===== src/rtl/uart_rx_param_pkg.sv =====
// Shared definitions for the parametrised UART receiver (and the future
// transmitter): FSM state encoding, parity mode encodings, bit-timing
// derivation and the parity check rule.
package uart_rx_param_pkg;

  typedef enum logic [2:0] {
    ST_IDLE   = 3'd0,
    ST_START  = 3'd1,
    ST_DATA   = 3'd2,
    ST_PARITY = 3'd3,
    ST_STOP   = 3'd4
  } rx_state_e;

  localparam int PARITY_NONE = 0;
  localparam int PARITY_ODD  = 1;
  localparam int PARITY_EVEN = 2;

  // Clock cycles per bit on the line.
  function automatic int calc_bit_cnt(input int clk_freq, input int baud);
    return clk_freq / baud;
  endfunction

  // Cycles from the start edge to the middle of the start bit.
  function automatic int calc_half_cnt(input int clk_freq, input int baud);
    return calc_bit_cnt(clk_freq, baud) / 2;
  endfunction

  // data_xor is the XOR of all payload bits, par_bit the received parity bit.
  function automatic logic parity_error(input int mode, input logic data_xor,
                                        input logic par_bit);
    logic ones_odd;
    ones_odd = data_xor ^ par_bit;
    case (mode)
      PARITY_ODD:  return ~ones_odd;
      PARITY_EVEN: return ones_odd;
      default:     return 1'b0;
    endcase
  endfunction

endpackage


===== src/rtl/uart_rx_sync.sv =====
// Input conditioning for the UART receiver: a 3-flop chain ff0 -> ff1 -> ff2
// that brings the asynchronous pin into the clk domain, plus falling-edge
// detection used as the start condition.
// Ports:
//   clk        system clock
//   rst        synchronous reset, active-high (chain resets to idle-high)
//   rx_uart    asynchronous serial input
//   rx_s       synchronised line (ff1), used for every line sample
//   start_edge ff1 = 0 && ff2 = 1
module uart_rx_sync (
  input  logic clk,
  input  logic rst,
  input  logic rx_uart,
  output logic rx_s,
  output logic start_edge
);

  // ff_q[0] = ff0, ff_q[1] = ff1, ff_q[2] = ff2
  logic [2:0] ff_q;

  // NOTE: sequential state uses non-blocking assignments so every flop
  // samples the pre-edge value of its neighbour, forming a real shift chain.
  always_ff @(posedge clk) begin
    if (rst) ff_q <= 3'b111;
    else     ff_q <= {ff_q[1:0], rx_uart};
  end

  assign rx_s       = ff_q[1];
  assign start_edge = ~ff_q[1] & ff_q[2];

endmodule


===== src/rtl/uart_rx_param.sv =====
// Parametrised UART receiver: start-bit glitch rejection, optional parity,
// one or two stop bits, and a valid/ready output register with overrun flag.
// Ports:
//   clk, rst    system clock, synchronous active-high reset
//   rx_uart     asynchronous serial input, idle high
//   rx_data     received payload (LSB first on the line), valid with rx_valid
//   rx_valid    payload available, held until rx_valid && rx_ready
//   rx_ready    consumer accept
//   parity_err  payload parity mismatch (always 0 without parity)
//   frame_err   a stop bit was sampled 0
//   overrun     1-cycle pulse: a frame completed while the register was full
module uart_rx_param
  import uart_rx_param_pkg::*;
#(
  parameter int CLK_FREQ  = 50_000_000,
  parameter int BAUD      = 9600,
  parameter int DATA_BITS = 8,
  parameter int PARITY    = 0,
  parameter int STOP_BITS = 1
) (
  input  logic                 clk,
  input  logic                 rst,
  input  logic                 rx_uart,
  output logic [DATA_BITS-1:0] rx_data,
  output logic                 rx_valid,
  input  logic                 rx_ready,
  output logic                 parity_err,
  output logic                 frame_err,
  output logic                 overrun
);

  localparam int BIT_CNT  = calc_bit_cnt(CLK_FREQ, BAUD);
  localparam int HALF_CNT = calc_half_cnt(CLK_FREQ, BAUD);
  localparam int CNT_W    = (BIT_CNT > 1) ? $clog2(BIT_CNT) : 1;
  localparam int IDX_W    = $clog2(DATA_BITS);

  localparam logic [CNT_W-1:0] BIT_LAST  = CNT_W'(BIT_CNT - 1);
  localparam logic [CNT_W-1:0] HALF_LAST = CNT_W'(HALF_CNT - 1);
  localparam logic [IDX_W-1:0] IDX_LAST  = IDX_W'(DATA_BITS - 1);

  logic rx_s;
  logic start_edge;

  uart_rx_sync u_sync (
    .clk       (clk),
    .rst       (rst),
    .rx_uart   (rx_uart),
    .rx_s      (rx_s),
    .start_edge(start_edge)
  );

  // ---------------- receive FSM ----------------
  rx_state_e            state_q;
  logic [CNT_W-1:0]     cnt_q;
  logic [IDX_W-1:0]     idx_q;
  logic [DATA_BITS-1:0] shift_q;
  logic                 perr_q;      // parity result of the frame in flight
  logic                 ferr_q;      // first stop bit was 0 (two-stop frames)
  logic                 stop_idx_q;  // which stop bit is being sampled

  logic bit_tick;
  logic last_stop;
  logic frame_done;
  logic frame_ferr;

  assign bit_tick   = (cnt_q == BIT_LAST);
  assign last_stop  = (STOP_BITS == 1) || stop_idx_q;
  assign frame_done = (state_q == ST_STOP) && bit_tick && last_stop;
  assign frame_ferr = ferr_q | ~rx_s;

  always_ff @(posedge clk) begin
    if (rst) begin
      state_q    <= ST_IDLE;
      cnt_q      <= '0;
      idx_q      <= '0;
      shift_q    <= '0;
      perr_q     <= 1'b0;
      ferr_q     <= 1'b0;
      stop_idx_q <= 1'b0;
    end else begin
      case (state_q)
        ST_IDLE: begin
          cnt_q <= '0;
          if (start_edge) state_q <= ST_START;
        end
        ST_START: begin
          if (cnt_q == HALF_LAST) begin
            // Line high again at mid-start-bit: glitch, not a frame.
            cnt_q <= '0;
            idx_q <= '0;
            state_q <= rx_s ? ST_IDLE : ST_DATA;
          end else begin
            cnt_q <= cnt_q + 1'b1;
          end
        end
        ST_DATA: begin
          if (bit_tick) begin
            cnt_q   <= '0;
            shift_q <= {rx_s, shift_q[DATA_BITS-1:1]};
            if (idx_q == IDX_LAST) begin
              ferr_q     <= 1'b0;
              stop_idx_q <= 1'b0;
              state_q    <= (PARITY != PARITY_NONE) ? ST_PARITY : ST_STOP;
            end else begin
              idx_q <= idx_q + 1'b1;
            end
          end else begin
            cnt_q <= cnt_q + 1'b1;
          end
        end
        ST_PARITY: begin
          if (bit_tick) begin
            cnt_q   <= '0;
            perr_q  <= parity_error(PARITY, ^shift_q, rx_s);
            state_q <= ST_STOP;
          end else begin
            cnt_q <= cnt_q + 1'b1;
          end
        end
        ST_STOP: begin
          if (bit_tick) begin
            cnt_q <= '0;
            // Leave at mid-stop-bit so an immediately following start edge is seen.
            if (last_stop) begin
              state_q <= ST_IDLE;
            end else begin
              ferr_q     <= ~rx_s;
              stop_idx_q <= 1'b1;
            end
          end else begin
            cnt_q <= cnt_q + 1'b1;
          end
        end
        default: state_q <= ST_IDLE;
      endcase
    end
  end

  // ---------------- output register ----------------
  logic [DATA_BITS-1:0] data_q, data_d;
  logic                 valid_q, valid_d;
  logic                 perr_out_q, perr_out_d;
  logic                 ferr_out_q, ferr_out_d;
  logic                 overrun_q, overrun_d;

  // NOTE: every always_comb output gets a default first, so no path can
  // leave a signal unassigned and infer a latch.
  always_comb begin
    data_d     = data_q;
    valid_d    = valid_q;
    perr_out_d = perr_out_q;
    ferr_out_d = ferr_out_q;
    overrun_d  = 1'b0;
    if (valid_q && rx_ready) valid_d = 1'b0;
    if (frame_done) begin
      // Register is free (or being emptied this cycle): load the new frame.
      if (!valid_q || rx_ready) begin
        data_d     = shift_q;
        valid_d    = 1'b1;
        perr_out_d = perr_q;
        ferr_out_d = frame_ferr;
      end else begin
        overrun_d = 1'b1;
      end
    end
  end

  always_ff @(posedge clk) begin
    if (rst) begin
      data_q     <= '0;
      valid_q    <= 1'b0;
      perr_out_q <= 1'b0;
      ferr_out_q <= 1'b0;
      overrun_q  <= 1'b0;
    end else begin
      data_q     <= data_d;
      valid_q    <= valid_d;
      perr_out_q <= perr_out_d;
      ferr_out_q <= ferr_out_d;
      overrun_q  <= overrun_d;
    end
  end

  assign rx_data    = data_q;
  assign rx_valid   = valid_q;
  assign parity_err = perr_out_q;
  assign frame_err  = ferr_out_q;
  assign overrun    = overrun_q;

endmodule


===== config.mk =====
export PLATFORM = sky130hd
export DESIGN_NAME = uart_rx_param
export DESIGN_NICKNAME = d
export VERILOG_FILES = /design/src/rtl/uart_rx_param_pkg.sv /design/src/rtl/uart_rx_sync.sv /design/src/rtl/uart_rx_param.sv
export SDC_FILE = /design/constraint.sdc
export NUM_CORES = 1
export LEC_CHECK = 0
export CAP_MARGIN = 10
export CORE_MARGIN = 4
export CORE_UTILIZATION = 45
export CTS_CLUSTER_DIAMETER = 60
export DETAILED_ROUTE_END_ITERATION = 12
export GPL_TIMING_DRIVEN = 0
export MAX_ROUTING_LAYER = met4
export PLACE_DENSITY = 0.66
export SETUP_SLACK_MARGIN = 0.02
export SLEW_MARGIN = 20
export SYNTH_ARGS = -nofsm -noshare
export SYNTH_HDL_FRONTEND = slang
export SYNTH_SLANG_ARGS = --single-unit

===== constraint.sdc =====
create_clock -name clk -period 3.7 [get_ports clk]
set_input_delay 0.555 -clock clk [delete_from_list [all_inputs] [get_ports clk]]
set_output_delay 0.555 -clock clk [all_outputs]
set_load 0.05 [all_outputs]

-- Yosys cells after proc, flatten, opt, wreduce, memory -nomap -nowiden
Cells that the tools add are included.
- flip-flop bits (word level): 41
- input bits: 4
- output and inout bits: 12
- mux-type cells: 19
- reductions and logical operators: 13
- bitwise operators: 3
- equal/unequal tests: 14
- add/sub/neg operators: 2
- operators by type and width (operator ; count):
    $pmux 13 s3 ; 1
    $mux 3 ; 9
    $mux 13 ; 2
    $pmux 3 s5 ; 1
    $ne 2x2->1 const B ; 7
    $add 13x1->13 const B ; 1
    $eq 13x12->1 const B ; 1
    $eq 13x13->1 const B ; 1
    $eq 3x2->1 const B ; 2
    $eq 3x3->1 const B ; 2
    $pmux 3 s2 ; 1
    $reduce_and 6->1 ; 1
    $mux 1 ; 4
    $reduce_and 2->1 ; 2
    $reduce_and 4->1 ; 1
    $add 3x1->3 const B ; 1
    $eq 3x1->1 const B ; 1
    $logic_not 3->1 ; 1
    $reduce_bool 3->1 ; 1
    $reduce_or 3->1 ; 1
    $logic_and 1x1->1 ; 2
    $mux 2 ; 1
    $not 1->1 ; 2
    $reduce_bool 2->1 ; 1
    4 further kinds ; 4

-- Logic depth before layout (Yosys ltp)
- word-level depth: 4
- depth in mapped cells: 7

-- By module
From an unflattened synthesis, not the netlist that was laid out.
- cells, all modules: 204
- area, all modules: 1819.2 um2
- by module, submodules not included (module ; cells an instance ; times used ; area an instance (um2)):
    uart_rx_param ; 197 ; 1 ; 1734.2
    uart_rx_sync ; 7 ; 1 ; 85.1

-- Worst setup path after synthesis
Ideal clock, no wire load.
- path type: flip-flop to flip-flop
- from: register cnt_q[2]
- to: register cnt_q[10]
- library setup time: 0.133 ns
- path slack: 1.822 ns
- data required time: 3.567 ns
- data arrival time: 1.745 ns
- buffers on the path: 0
- cell stages (with the launch flop): 6
- clock period less this slack: 1.878 ns
- cell sequence: dfxtp_1 -> or4b_4 -> nor4_4 -> nor2b_2 -> nor4_4 -> nor4_1
- cells in the longest elaborated chain, start to end: 3
- elaborated cells between the ends (all ways): 6
- those cells by class: add/sub: 1; eq/ne: 2; mux: 3
- ends and longest elaborated chain (what ; RTL line ; RTL):
    start: declaration ; uart_rx_param.sv:54 ; logic [CNT_W-1:0] cnt_q;
    start signal: assignment ; uart_rx_param.sv:93 ; cnt_q <= cnt_q + 1'b1;
    start signal: assignment ; uart_rx_param.sv:108 ; cnt_q <= cnt_q + 1'b1;
    start signal: assignment ; uart_rx_param.sv:117 ; cnt_q <= cnt_q + 1'b1;
    $add 13x1->13 (tied with other cells) ; - ;
    $mux 13, on equally long branches ; - ;
    $pmux 13 s3 * ; uart_rx_param.sv:81 ; case (state_q)
Mark *: on every way between the ends. The rest lies on a longest branch, timed or not.
A chain may end at the register's enable or synchronous reset.

-- Worst setup path in the final report
- from: register cnt_q[9]
- to: register cnt_q[3]
- cells in the longest elaborated chain, start to end: 3
- elaborated cells between the ends (all ways): 5
- those cells by class: eq/ne: 2; mux: 3
- ends and longest elaborated chain (what ; RTL line):
    $eq 13x13->1 / $eq 13x12->1 (equally long branches) ; uart_rx_param.sv:66, uart_rx_param.sv:87
    $mux 13, on equally long branches ; -
    $pmux 13 s3 * ; uart_rx_param.sv:81
Marks and branches as above.

==> impl_metrics.csv <==
group,metric,value,unit
detailed_routing,vias,1652,
placement,hpwlAfterDp,2920,um
global_routing,grt_max_degree,14,
cells_and_area,fin_nets,251,
cells_and_area,n_fill_cell,401,
synthesis,netlist_area,1980,sq um
floorplanning,dieWidth,74.3,um
floorplanning,die_area,5530,sq um
detailed_routing,wl_per_cell,13.8,um
synthesis,synth_flop_cell,"dfxtp_1",
power,combPwrFrac,22.9,%
cts,clock_latency,0.30,ns
global_routing,grt_pass1_vias,1464,
synthesis,synth_edf_count,0,
setup_path,worstRegToRegCells,5,
detailed_routing,postRouteAntennaNets,0,
synthesis,seq_area_frac_synth,41.4,%
setup_path,crit_path_end_kind,"register",
detailed_routing,first_pass_iters,4,
hold_path,holdPathStages,1,
global_routing,grt_pass1_wl,6980,um
cts,cts-root-buf,"clkbuf_8",
sta,hold_viol_final,0,
cts,numCtsBuffers,5,
setup_path,cp-start-kind,"register",
detailed_routing,drtIter0Drc,73,
cts,ctsLongestPathBuffers,2,
detailed_routing,viasPerCell,5.60,
setup_path,crit_type,"reg -> reg",
cells_and_area,multiInputGateArea,1080,sq um
setup_path,cpPeakStageDelay,0.56,ns
synthesis,async_flop_share,0,%
cts,ctsResizeCount,0,
setup_path,path_delay_family,"simple AND/OR/NAND/NOR gates",
setup_path,path_buf_inv,0,
power,seq_power_share,42.9,%
sta,min_period,2.17,ns
detailed_routing,drc_errors,0,
sta,setup_viol,0,
cts,clk_pin_slew,0.08,ns
sta,tns,0,ns
synthesis,yosys-top-cells-count,"dfxtp_1 (41), nand2_1 (31), nor2_1 (19)",
sta,rsz0062_at_grt,"false",
cts,postCtsHoldBufs,0,
floorplanning,initial_core_util,48.1,%
sta,finalCritPeriodShare,58.6,%
sta,fmax,0.461,GHz
global_routing,grt.overflow.total,0,
sta,finalMaxSlewViolations,0,
cts,cts_tree,"yes",
detailed_routing,drt_wl_total,4090,um
cts,cts_sinks,41,
synthesis,syn_inst,223,
cells_and_area,drive_gt1_share,11.4,%
synthesis,ys_top_cells_by_area,"dfxtp_1 (41%), nand2_1 (5.9%), mux2i_1 (5.6%)",
power,clockPowerShare,34.2,%
setup_path,required,3.86,ns
setup_path,cp.depth,5,
global_routing,antenna_found_initial,0,
power,p_int,0.775,mW
setup_path,cp_max_fo,8,
setup_path,crit_path_top_delay_cell,"or4bb_1",
sta,finClkSkew,0.00614,ns
setup_path,critPathArrivalTime,2.33,ns
cells_and_area,area.sequential,821,sq um
synthesis,synthDistinctLibCells,55,
cells_and_area,antennaDiodeCount,0,
cts,htree_levels,2,
synthesis,ys_warn_count,0,
placement,port_buffers,14,
outcome,status,"completed",
floorplanning,fp.dieH,74.3,um
synthesis,synth.avg_cell_area,8.88,sq um
synthesis,synth_top_area_share,41.4,%
floorplanning,io_pins,16,
flow_run,maxCapViolCount,0,
power,vdd_drop_max,0.220,mV
setup_path,path_cells,"or4bb_1 -> nor4_4 -> nor2b_2 -> nor3_2 -> o32ai_1",
global_routing,grt_use_total,16.9,%
hold_path,worstHoldPathType,"reg -> reg",
placement,gp_congestion,0.828,
sta,maxSlewHeadroom,43.6,%
synthesis,yosysTopAreaCell,"dfxtp_1",
power,finalPower,1.10,mW
synthesis,synth_nets,230,
cts,cts_setup_buffers,0,
synthesis,ys_seq_elements,41,
synthesis,synth.most_common_cell,"dfxtp_1",
cells_and_area,syn_to_final_growth,16.3,%
sta,tightest_slew,0.839,ns
power,switchingPower,0.322,mW
floorplanning,core,4120,sq um
power,p_leak,0.822,nW
floorplanning,rows,23,
power,power.density,476,nW/um^2
power,p_sw_share,29.4,%
per-stage QoR:
| stage | cell area, sq um | hold WS [ns] | utilization [%] | instances | setup slack [ns] |
|---|---|---|---|---|---|
| after floorplan | 1980 | 0.389 | - | 223 | 1.82 |
| after global placement | 2180 | 0.391 | 53.1 | 287 | 1.43 |
| after detailed placement | 2180 | 0.398 | 53.1 | 287 | 1.45 |
| after CTS | 2300 | 0.417 | 56.0 | 295 | 1.55 |
| after global routing | 2300 | 0.441 | 56.0 | 295 | 1.38 |
| final | 2300 | 0.413 | 56.0 | 295 | 1.53 |
power by group through the flow:
stage	registers [mW]	logic, mW	clock network, mW
after detailed placement	0.481	0.248	0
after global placement	0.480	0.248	0
after global routing	0.472	0.276	0.400
final	0.471	0.251	0.375
after CTS	0.471	0.248	0.384
after floorplan	0.478	0.200	0
flip-flops by register name (all words and copies together) (netlist names):
signal,flops
cnt_q,13
frame_err,1
idx_q,3
state_q,3
shift_q,8
overrun,1
rx_valid,1
u_sync.ff_q,3
rx_data,8
final cells by class:
cell class | instances | area share (%)
Buffer | 11 | 2.17
Multi-Input combinational cell | 164 | 47.0
Clock inverter | 2 | 1.63
Timing Repair Buffer | 14 | 6.08
Sequential cell | 41 | 35.6
Inverter | 7 | 1.14
Clock buffer | 6 | 3.59
Tap cell | 50 | 2.72
kinds of logic (layout without fill, tap and decap cells):
logic type               count (synthesis)  count (layout)  share of synthesized area [%]
AO/OA/AOI/OAI                           37              37                           12.8
flip-flops                              41              41                           41.4
adder cells (fa/ha/maj)                  3               3                           1.90
multiplexers                            11              11                           5.56
XOR/XNOR                                 5               5                           2.21
buffers and inverters                   18              40                           3.85
other                                    1               1                          0.189
AND/OR/NAND/NOR                        107             107                           32.0
layer usage:
layer / global-route usage [%] / share of wire, %
met3: 5.00 / 5.4
met2: 23.4 / 44
met1: 23.1 / 49
met4: 6.72 / 1.2
met5: - / 0
path summary, 6_finish.rpt:
check / from / end / slack [ns]
max: cnt_q[9] / cnt_q[3] / 1.53
min: u_sync.ff_q[0] / u_sync.ff_q[1] / 0.41
max reg2reg: cnt_q[9] / cnt_q[3] / 1.53
min reg2reg: u_sync.ff_q[0] / u_sync.ff_q[1] / 0.41
layout by cell type, fill, tap and decap left out, types with 4 or more instances in the layout:
cell,Yosys,routed
nand3_1,5,5
dfxtp_1,41,41
xor2_1,4,4
clkdlybuf4s50_1,0,14
nand2_1,31,31
inv_1,5,5
a21oi_1,15,15
mux2i_1,11,11
or2_2,4,4
clkbuf_1,5,5
or4_1,4,4
nor4_1,8,8
clkbuf_8,0,6
nor2_1,19,19
worst register-to-register path, stage by stage (launching register included):
cell and delay [ns]:
dfxtp_1 0.44, or4bb_1 0.56, nor4_4 0.35, nor2b_2 0.18, nor3_2 0.38, o32ai_1 0.13
(Power assumes the default switching activity.)
